[config.mk]
export PLATFORM = sky130hd
export DESIGN_NAME = puzzle_route_executor
export DESIGN_NICKNAME = d
export VERILOG_FILES = /design/src/rtl/puzzle_route_executor.sv
export SDC_FILE = /design/constraint.sdc
export NUM_CORES = 1
export LEC_CHECK = 0
export ABC_AREA = 0
export ABC_CLOCK_PERIOD_IN_PS = 4900
export CAP_MARGIN = 20
export CORE_ASPECT_RATIO = 1.25
export CORE_UTILIZATION = 60
export CTS_BUF_LIST = sky130_fd_sc_hd__clkbuf_4
export DETAILED_ROUTE_END_ITERATION = 7
export PLACE_DENSITY = 0.92
export SLEW_MARGIN = 20
export SYNTH_ARGS = -nofsm -noshare
export SYNTH_HDL_FRONTEND = slang
export SYNTH_SLANG_ARGS = --single-unit
[constraint.sdc]
create_clock -name clk -period 4.9 [get_ports clk]
set_input_delay 0.735 -clock clk [delete_from_list [all_inputs] [get_ports clk]]
set_output_delay 0.735 -clock clk [all_outputs]
set_load 0.01 [all_outputs]
[src/rtl/puzzle_route_executor.sv]
// -----------------------------------------------------------------------------
// puzzle_route_executor
//
// Bus initiator that replays a stored move route against a 3x3 sliding-puzzle
// board held in a shared 256x8 memory. The initiator first scans the board for
// the blank (value 0). It then fetches route bytes one at a time. Each legal
// move swaps the blank with its neighbour in two write cycles. The final board
// is left in memory.
//
// Ports:
//   clk         clock
//   rst_n       synchronous active-low reset
//   start       begin execution (sampled only when not busy)
//   mem_addr    memory address
//   mem_wdata   memory write data
//   mem_we      memory write enable (write lands at clk edge)
//   mem_rdata   memory read data, combinational from mem_addr
//   busy        high while executing
//   done        high after successful completion, held until next start
//   error       high after abort, held until next start
//   err_code    0 none, 1 no blank, 2 bad code, 3 off-board move
//   moves_done  number of completed swaps
//   blank_pos   current blank index 0..8
// -----------------------------------------------------------------------------
module puzzle_route_executor #(
    parameter int BOARD_BASE = 0,
    parameter int ROUTE_BASE = 16,
    parameter int ROUTE_LEN  = 32
) (
    input  logic       clk,
    input  logic       rst_n,
    input  logic       start,
    output logic [7:0] mem_addr,
    output logic [7:0] mem_wdata,
    output logic       mem_we,
    input  logic [7:0] mem_rdata,
    output logic       busy,
    output logic       done,
    output logic       error,
    output logic [1:0] err_code,
    output logic [5:0] moves_done,
    output logic [3:0] blank_pos
);

    typedef enum logic [2:0] {
        S_IDLE,
        S_SCAN,
        S_FETCH,
        S_RD_NB,
        S_WR_BLANK,
        S_WR_NB,
        S_DONE,
        S_ERR
    } state_t;

    localparam logic [7:0] BOARD_A   = 8'(BOARD_BASE);
    localparam logic [7:0] ROUTE_A   = 8'(ROUTE_BASE);
    localparam logic [5:0] ROUTE_END = 6'(ROUTE_LEN);

    localparam logic [1:0] ERR_NO_BLANK = 2'd1;
    localparam logic [1:0] ERR_BAD_CODE = 2'd2;
    localparam logic [1:0] ERR_OFF_EDGE = 2'd3;

    state_t     r_state;
    state_t     w_next;
    logic [3:0] r_scan;
    logic [3:0] r_blank;
    logic [3:0] r_nb;
    logic [5:0] r_idx;
    logic [5:0] r_moves;
    logic [7:0] r_tile;
    logic       r_done;
    logic       r_error;
    logic [1:0] r_err_code;

    logic       w_route_end;
    logic [3:0] w_nb;
    logic       w_off_board;
    logic [1:0] w_err_code;
    logic       w_busy;

    assign w_route_end = (r_idx == ROUTE_END);

    // Neighbour of the blank for the route byte currently on mem_rdata.
    // Row and column edges are detected directly from the index. This keeps a
    // move off column 2 from wrapping onto column 0 of the next row.
    always_comb begin
        // NOTE: every always_comb output gets a default first, so no path can
        // leave a value unassigned and infer a latch.
        w_nb        = r_blank;
        w_off_board = 1'b0;
        case (mem_rdata)
            8'd1: begin
                w_off_board = (r_blank < 4'd3);
                w_nb        = r_blank - 4'd3;
            end
            8'd2: begin
                w_off_board = (r_blank > 4'd5);
                w_nb        = r_blank + 4'd3;
            end
            8'd3: begin
                w_off_board = (r_blank == 4'd0) || (r_blank == 4'd3) || (r_blank == 4'd6);
                w_nb        = r_blank - 4'd1;
            end
            8'd4: begin
                w_off_board = (r_blank == 4'd2) || (r_blank == 4'd5) || (r_blank == 4'd8);
                w_nb        = r_blank + 4'd1;
            end
            default: ;
        endcase
    end

    // Next state and bus outputs.
    always_comb begin
        w_next     = r_state;
        w_err_code = 2'd0;
        w_busy     = 1'b1;
        mem_addr   = 8'd0;
        mem_wdata  = 8'd0;
        mem_we     = 1'b0;
        case (r_state)
            S_IDLE, S_DONE, S_ERR: begin
                w_busy = 1'b0;
                if (start) w_next = S_SCAN;
            end
            S_SCAN: begin
                mem_addr = BOARD_A + {4'd0, r_scan};
                if (mem_rdata == 8'd0) begin
                    w_next = S_FETCH;
                end else if (r_scan == 4'd8) begin
                    w_next     = S_ERR;
                    w_err_code = ERR_NO_BLANK;
                end
            end
            S_FETCH: begin
                // A full route finishes without touching the byte past its end.
                if (w_route_end) begin
                    w_next = S_DONE;
                end else begin
                    mem_addr = ROUTE_A + {2'd0, r_idx};
                    if (mem_rdata == 8'd0) begin
                        w_next = S_DONE;
                    end else if (mem_rdata > 8'd4) begin
                        w_next     = S_ERR;
                        w_err_code = ERR_BAD_CODE;
                    end else if (w_off_board) begin
                        w_next     = S_ERR;
                        w_err_code = ERR_OFF_EDGE;
                    end else begin
                        w_next = S_RD_NB;
                    end
                end
            end
            S_RD_NB: begin
                mem_addr = BOARD_A + {4'd0, r_nb};
                w_next   = S_WR_BLANK;
            end
            S_WR_BLANK: begin
                mem_addr  = BOARD_A + {4'd0, r_blank};
                mem_wdata = r_tile;
                mem_we    = 1'b1;
                w_next    = S_WR_NB;
            end
            S_WR_NB: begin
                mem_addr  = BOARD_A + {4'd0, r_nb};
                mem_wdata = 8'd0;
                mem_we    = 1'b1;
                w_next    = S_FETCH;
            end
            default: w_next = S_IDLE;
        endcase
    end

    // State register and datapath.
    always_ff @(posedge clk) begin
        // NOTE: sequential state uses non-blocking assignments only. The reset
        // is sampled at the clock edge, so it is a plain branch here rather
        // than being listed in the sensitivity list.
        if (!rst_n) begin
            r_state    <= S_IDLE;
            r_scan     <= 4'd0;
            r_blank    <= 4'd0;
            r_nb       <= 4'd0;
            r_idx      <= 6'd0;
            r_moves    <= 6'd0;
            r_tile     <= 8'd0;
            r_done     <= 1'b0;
            r_error    <= 1'b0;
            r_err_code <= 2'd0;
        end else begin
            r_state <= w_next;
            case (r_state)
                S_IDLE, S_DONE, S_ERR: begin
                    if (start) begin
                        r_done     <= 1'b0;
                        r_error    <= 1'b0;
                        r_err_code <= 2'd0;
                        r_moves    <= 6'd0;
                        r_idx      <= 6'd0;
                        r_scan     <= 4'd0;
                    end
                end
                S_SCAN: begin
                    if (mem_rdata == 8'd0) r_blank <= r_scan;
                    else if (r_scan != 4'd8) r_scan <= r_scan + 4'd1;
                end
                S_FETCH:    r_nb   <= w_nb;
                S_RD_NB:    r_tile <= mem_rdata;
                S_WR_NB: begin
                    r_blank <= r_nb;
                    r_moves <= r_moves + 6'd1;
                    r_idx   <= r_idx + 6'd1;
                end
                default: ;
            endcase
            // done/error rise on the same edge that busy falls.
            if (w_busy && w_next == S_DONE) r_done <= 1'b1;
            if (w_busy && w_next == S_ERR) begin
                r_error    <= 1'b1;
                r_err_code <= w_err_code;
            end
        end
    end

    assign busy       = w_busy;
    assign done       = r_done;
    assign error      = r_error;
    assign err_code   = r_err_code;
    assign moves_done = r_moves;
    assign blank_pos  = r_blank;

endmodule

After elaboration in Yosys (flattened, before gate mapping):

Index checks and enable logic that the tools add are counted.

* output and inout port bits: 32
* bits of input ports: 11
* bits in registers: 39

* multiplexer cells: 38
* add/subtract/negate cells: 8
* reductions and logical operators: 24
* equality and inequality tests: 25
* magnitude comparators: 3

Operators by type and width (number)
* $pmux 7 s4: 1
* $pmux 6 s2: 2
* $mux 3: 7
* $eq 3x3->1 const B: 6
* $pmux 3 s6: 1
* $eq 8x2->1 const B: 2
* $mux 4: 4
* $pmux 4 s2: 2
* $pmux 4 s4: 1
* $mux 2: 7
* $reduce_bool 2->1: 7
* $add 6x1->6 const B: 2
* $add 4x1->4 const B: 2
* $eq 4x2->1 const B: 2
* $eq 4x3->1 const B: 2
* $eq 4x4->1 const B: 2
* $eq 8x1->1 const B: 1
* $eq 8x3->1 const B: 1
* $gt 8x3->1 const B: 1
* $logic_not 8->1: 1
* $mux 1: 8
* $mux 8: 1
* $ne 2x2->1 const B: 4
* $reduce_and 2->1: 4
* 21 further kinds: 27

Longest topological paths before layout:

* depth in word-level cells: 13
* depth in mapped cells: 11
* depth with buffers taken out: 10

Least setup slack after synthesis:

Ideal clock, no wire load.

* kind: input -> register
* from: input mem_rdata[2]
* to: register r_nb[3]
* arrival: 2607 ps
* setup time: 138 ps
* cell stages on the path: 9
* required time: 4762 ps
* buffers on the path: 0
* slack: 2155 ps
* cells stage by stage: or4_4 -> nor3_1 -> and3_1 -> ha_1 -> a21oi_1 -> xor2_1 -> nor4b_1 -> a211oi_1 -> a21oi_1

* cells in the longest elaborated chain, start to end: 2

RTL lines
* start, declared: line 36 `input logic [7:0] mem_rdata,`
* $eq 8x3->1 (tied with other cells): line 92 `case (mem_rdata)`
* $pmux 4 s4 (*): line 92
* end signal, assigned: line 207 `S_FETCH: r_nb <= w_nb;`
* end, declared: line 68 `logic [3:0] r_nb;`

Mark *: on every way between the ends. The rest lies on a longest branch, timed or not.
A chain may end at the register's enable or synchronous reset.

Worst setup path after layout:

* from: register r_state[1]
* to: output mem_addr[4]

* cells in the longest elaborated chain, start to end: 3

RTL lines
* start, declared: line 64 `state_t r_state;`
* start signal, assigned: line 191 `r_state <= w_next;`
* $eq 3x2->1 or $eq 3x3->1 (tied branches): line 121 `case (r_state)`
* $reduce_or 2->1 (no line)
* $pmux 7 s4 (*): line 121
* end, declared: line 33 `output logic [7:0] mem_addr,`

Marks and branches as above.

==> flow_metrics.py <==
metrics = {
    "critical_path": {
        "cpMostUsedCell": "nand2b_1",
        "crit_slowest_cell": "dfxtp_1",
        "critPathArrivalTime_ps": 2910,
        "worst-path-buf-inv": 1,
        "r2r_cells": 8,
        "cp_max_fo": 18,
        "r2r_slack_ps": 1960,
        "crit_chain": "nand2b_1, nor2_1, nand2b_1, nor4_1, clkdlybuf4s50_1",
        "end_kind": "primary output",
        "required_ps": 4160,
        "r2r-start": "r_state[1]",
        "critical_path.top_delay_family": "simple AND/OR/NAND/NOR gates",
        "critical-path-max-stage-delay_ps": 700,
        "critical_path_class": "register to primary output",
        "rr_endpoint": "err_code[1]",
        "startpoint_type": "register",
    },
    "clock_network": {
        "cts.reportedPaths.clkPinSlew_ps": 110,
        "clock_latency_ps": 340,
        "ctsResizeCount": 0,
        "cts-root-buf": "clkbuf_4",
        "cts_made_buffers": 5,
        "htree_num_levels": 2,
        "cts_tree": "yes",
        "cts_hold_buf": 0,
        "cts_buffer_depth": 2,
        "clock_sinks": 39,
        "post_cts_buffers": 0,
    },
    "final_layout": {
        "finish.utilization_pct": 74.6,
        "drive_above_1_share_pct": 4.95,
        "nets": 388,
        "stdcell_count": 420,
        "area_growth_pct": 17.7,
        "antenna-diode-count": 0,
    },
    "placed_design": {
        "numPortBuffers": 41,
        "hpwlAfterDp_um": 4940,
        "gp_congestion": 0.915,
        "placed_cells": 412,
    },
    "logic_synthesis": {
        "synthFlopType": "dfxtp_1",
        "synth_cell_types": 58,
        "avgSynthCellArea_um2": 7.90,
        "ys_seq_area_share_pct": 29.6,
        "yosys_warnings": 0,
        "synthArstFlopShare_pct": 0,
        "synth_fp_nets": 359,
        "synth_cells": 334,
        "ys_seq_elements": 39,
        "synth-edff-count": 0,
        "synthesis.area_mm2": 0.00264,
    },
    "grt": {
        "grt_pass1_vias": 2419,
        "grt_max_degree": 41,
        "grt_use_total_pct": 31.3,
        "antenna_found_initial": 0,
        "overflow": 0,
        "grt_pass1_wl_um": 11300,
    },
    "timing": {
        "slew_headroom_pct": 58.0,
        "setup_viol": 0,
        "hold_viol": 0,
        "grt_setup_unrepaired": "false",
        "skew_ps": 13.0,
        "worst_slew_pin_slew_ps": 625,
        "period_share_pct": 74.3,
        "fmax_mhz": 275,
        "maxSlewViolCount": 0,
        "period_minus_slack_ps": 3640,
        "fin_tns_setup_ps": 0,
    },
    "worst_hold_path": {
        "min-delay-start": "moves_done[5]",
        "hold_depth": 1,
        "hold_path.class": "register to register",
        "hold_end": "moves_done[5]",
    },
    "power": {
        "ir_drop_mv": 0.114,
        "p_leak_uw": 0.00127,
        "total_power_uw": 546,
        "power_density_mw_per_mm2": 176,
    },
    "floorplanning": {
        "io_pins": 43,
        "coreArea_mm2": 0.00416,
        "die_h_um": 76.2,
        "rows": 26,
        "die_x_um": 61.3,
        "start_util_pct": 63.4,
        "die_area_mm2": 0.00467,
    },
    "route": {
        "num_vias": 2661,
        "dr.first_iter.drc_count": 255,
        "wl_per_cell_um": 16.2,
        "drcViolationCount": 0,
        "drtPass1Iterations": 5,
        "ant_nets": 0,
        "wl_um": 6800,
        "drt-vias-per-instance": 6.34,
    },
    "job": {
        "maxCapViolCount": 0,
    },
    "outcome": {
        "outcome": "completed",
    },
}
-- registers in the layout (all words and copies together), names as in the netlist --
register / flops
moves_done: 6
blank_pos: 4
r_scan: 4
err_code: 2
r_tile: 8
r_state: 3
r_idx: 6
error: 1
r_nb: 4
done: 1
-- per-stage QoR --
stage / hold slack, ps / setup slack (ps) / instance area, um^2
final: 470 / 1260 / 3110
after global routing: 488 / 1050 / 3110
after CTS: 478 / 1320 / 3110
after detailed placement: 462 / 1310 / 3050
after global placement: 451 / 1360 / 3050
after floorplan: 473 / 2160 / 2640
-- power by group --
part           total, uW  leakage [uW]  switching, uW  internal, uW
sequential           323      0.000314           4.75           318
clock                161     0.0000307            102          58.8
combinational       61.6      0.000923           33.7          27.9
total                546       0.00127            141           405
-- synthesized netlist by cell type, drive strengths merged, types with 2 or more instances --
master / number / area (um^2)
a211o: 3 / 26.3
a211oi: 3 / 22.5
a21boi: 5 / 37.5
a21o: 2 / 15.0
a21oi: 13 / 65.1
a221oi: 2 / 17.5
a22o: 2 / 17.5
a22oi: 7 / 52.6
a31oi: 8 / 50.1
a32oi: 2 / 17.5
and2: 10 / 62.6
and3: 12 / 75.1
buf: 3 / 17.5
clkbuf: 19 / 71.3
dfxtp: 39 / 781
ha: 13 / 163
inv: 10 / 37.5
mux2: 2 / 22.5
mux2i: 9 / 90.1
nand2: 30 / 113
nand2b: 4 / 25.0
nand3: 13 / 65.1
nand3b: 4 / 30.0
nand4: 4 / 25.0
nor2: 26 / 97.6
nor2b: 17 / 106
nor3: 6 / 35.0
nor4: 2 / 12.5
nor4b: 2 / 17.5
o211a: 5 / 50.1
o211ai: 3 / 22.5
o21ai: 23 / 115
o21bai: 2 / 18.8
o31ai: 2 / 15.0
or3b: 2 / 17.5
or4: 2 / 18.8
xnor2: 3 / 26.3
xor2: 6 / 52.6
-- cell type report --
class,instances,area (um^2)
clock buffers,6,45.0
clock inverters,2,7.51
fillers,348,1060
inverters,10,37.5
multi-input cells,263,1730
flip-flops and latches,39,781
well taps,56,70.1
repair buffers,44,433
-- placed cells by master, fill, tap and decap left out, drive strengths merged, types with 3 or more instances in the layout --
cell type	count
a31oi	8
a21boi	5
buf	3
o211a	5
nor3	6
mux2i	9
inv	10
dfxtp	39
a22oi	7
nand3	13
and2	10
xor2	6
a21oi	13
ha	13
nand2b	4
and3	12
clkdlybuf4s50	41
xnor2	3
clkbuf	6
nand3b	4
nand2	30
nand4	4
o21ai	23
nor2b	17
a211o	3
o211ai	3
a211oi	3
nor2	26
-- kinds of logic (layout without fill, tap and decap cells) --
family | after synthesis | in the layout | synth area share, %
compound gates | 89 | 89 | 23.2
xor+xnor | 9 | 9 | 2.99
buf+inv | 32 | 62 | 4.79
simple gates | 139 | 139 | 28.1
mux | 11 | 11 | 4.27
flops | 39 | 39 | 29.6
other cells | 1 | 1 | 0.142
fa+ha+maj | 14 | 14 | 6.92
-- routing by layer --
| metal | wire length (um) | global-route usage (%) | up-vias |
|---|---|---|---|
| met5 | 0 | 0 | - |
| met4 | 140 | 10.0 | 0 |
| met3 | 457 | 5.09 | 16 |
| met2 | 3390 | 51.7 | 118 |
| met1 | 2810 | 40.3 | 1261 |
| li1 | - | - | 1266 |
-- worst max-delay path by stage --
stage / startpoint / endpoint / slack [ps] / depth (start not counted)
floorplan: mem_rdata[2] / r_nb[3] / 2160 / 9
global placement: mem_rdata[2] / r_nb[3] / 1360 / 11
detailed placement: mem_rdata[2] / r_nb[3] / 1310 / 11
CTS: r_state[1] / mem_addr[4] / 1320 / 5
global route: r_state[1] / mem_addr[4] / 1050 / 5
finish: r_state[1] / mem_addr[4] / 1260 / 5
(Power assumes the default switching activity.)
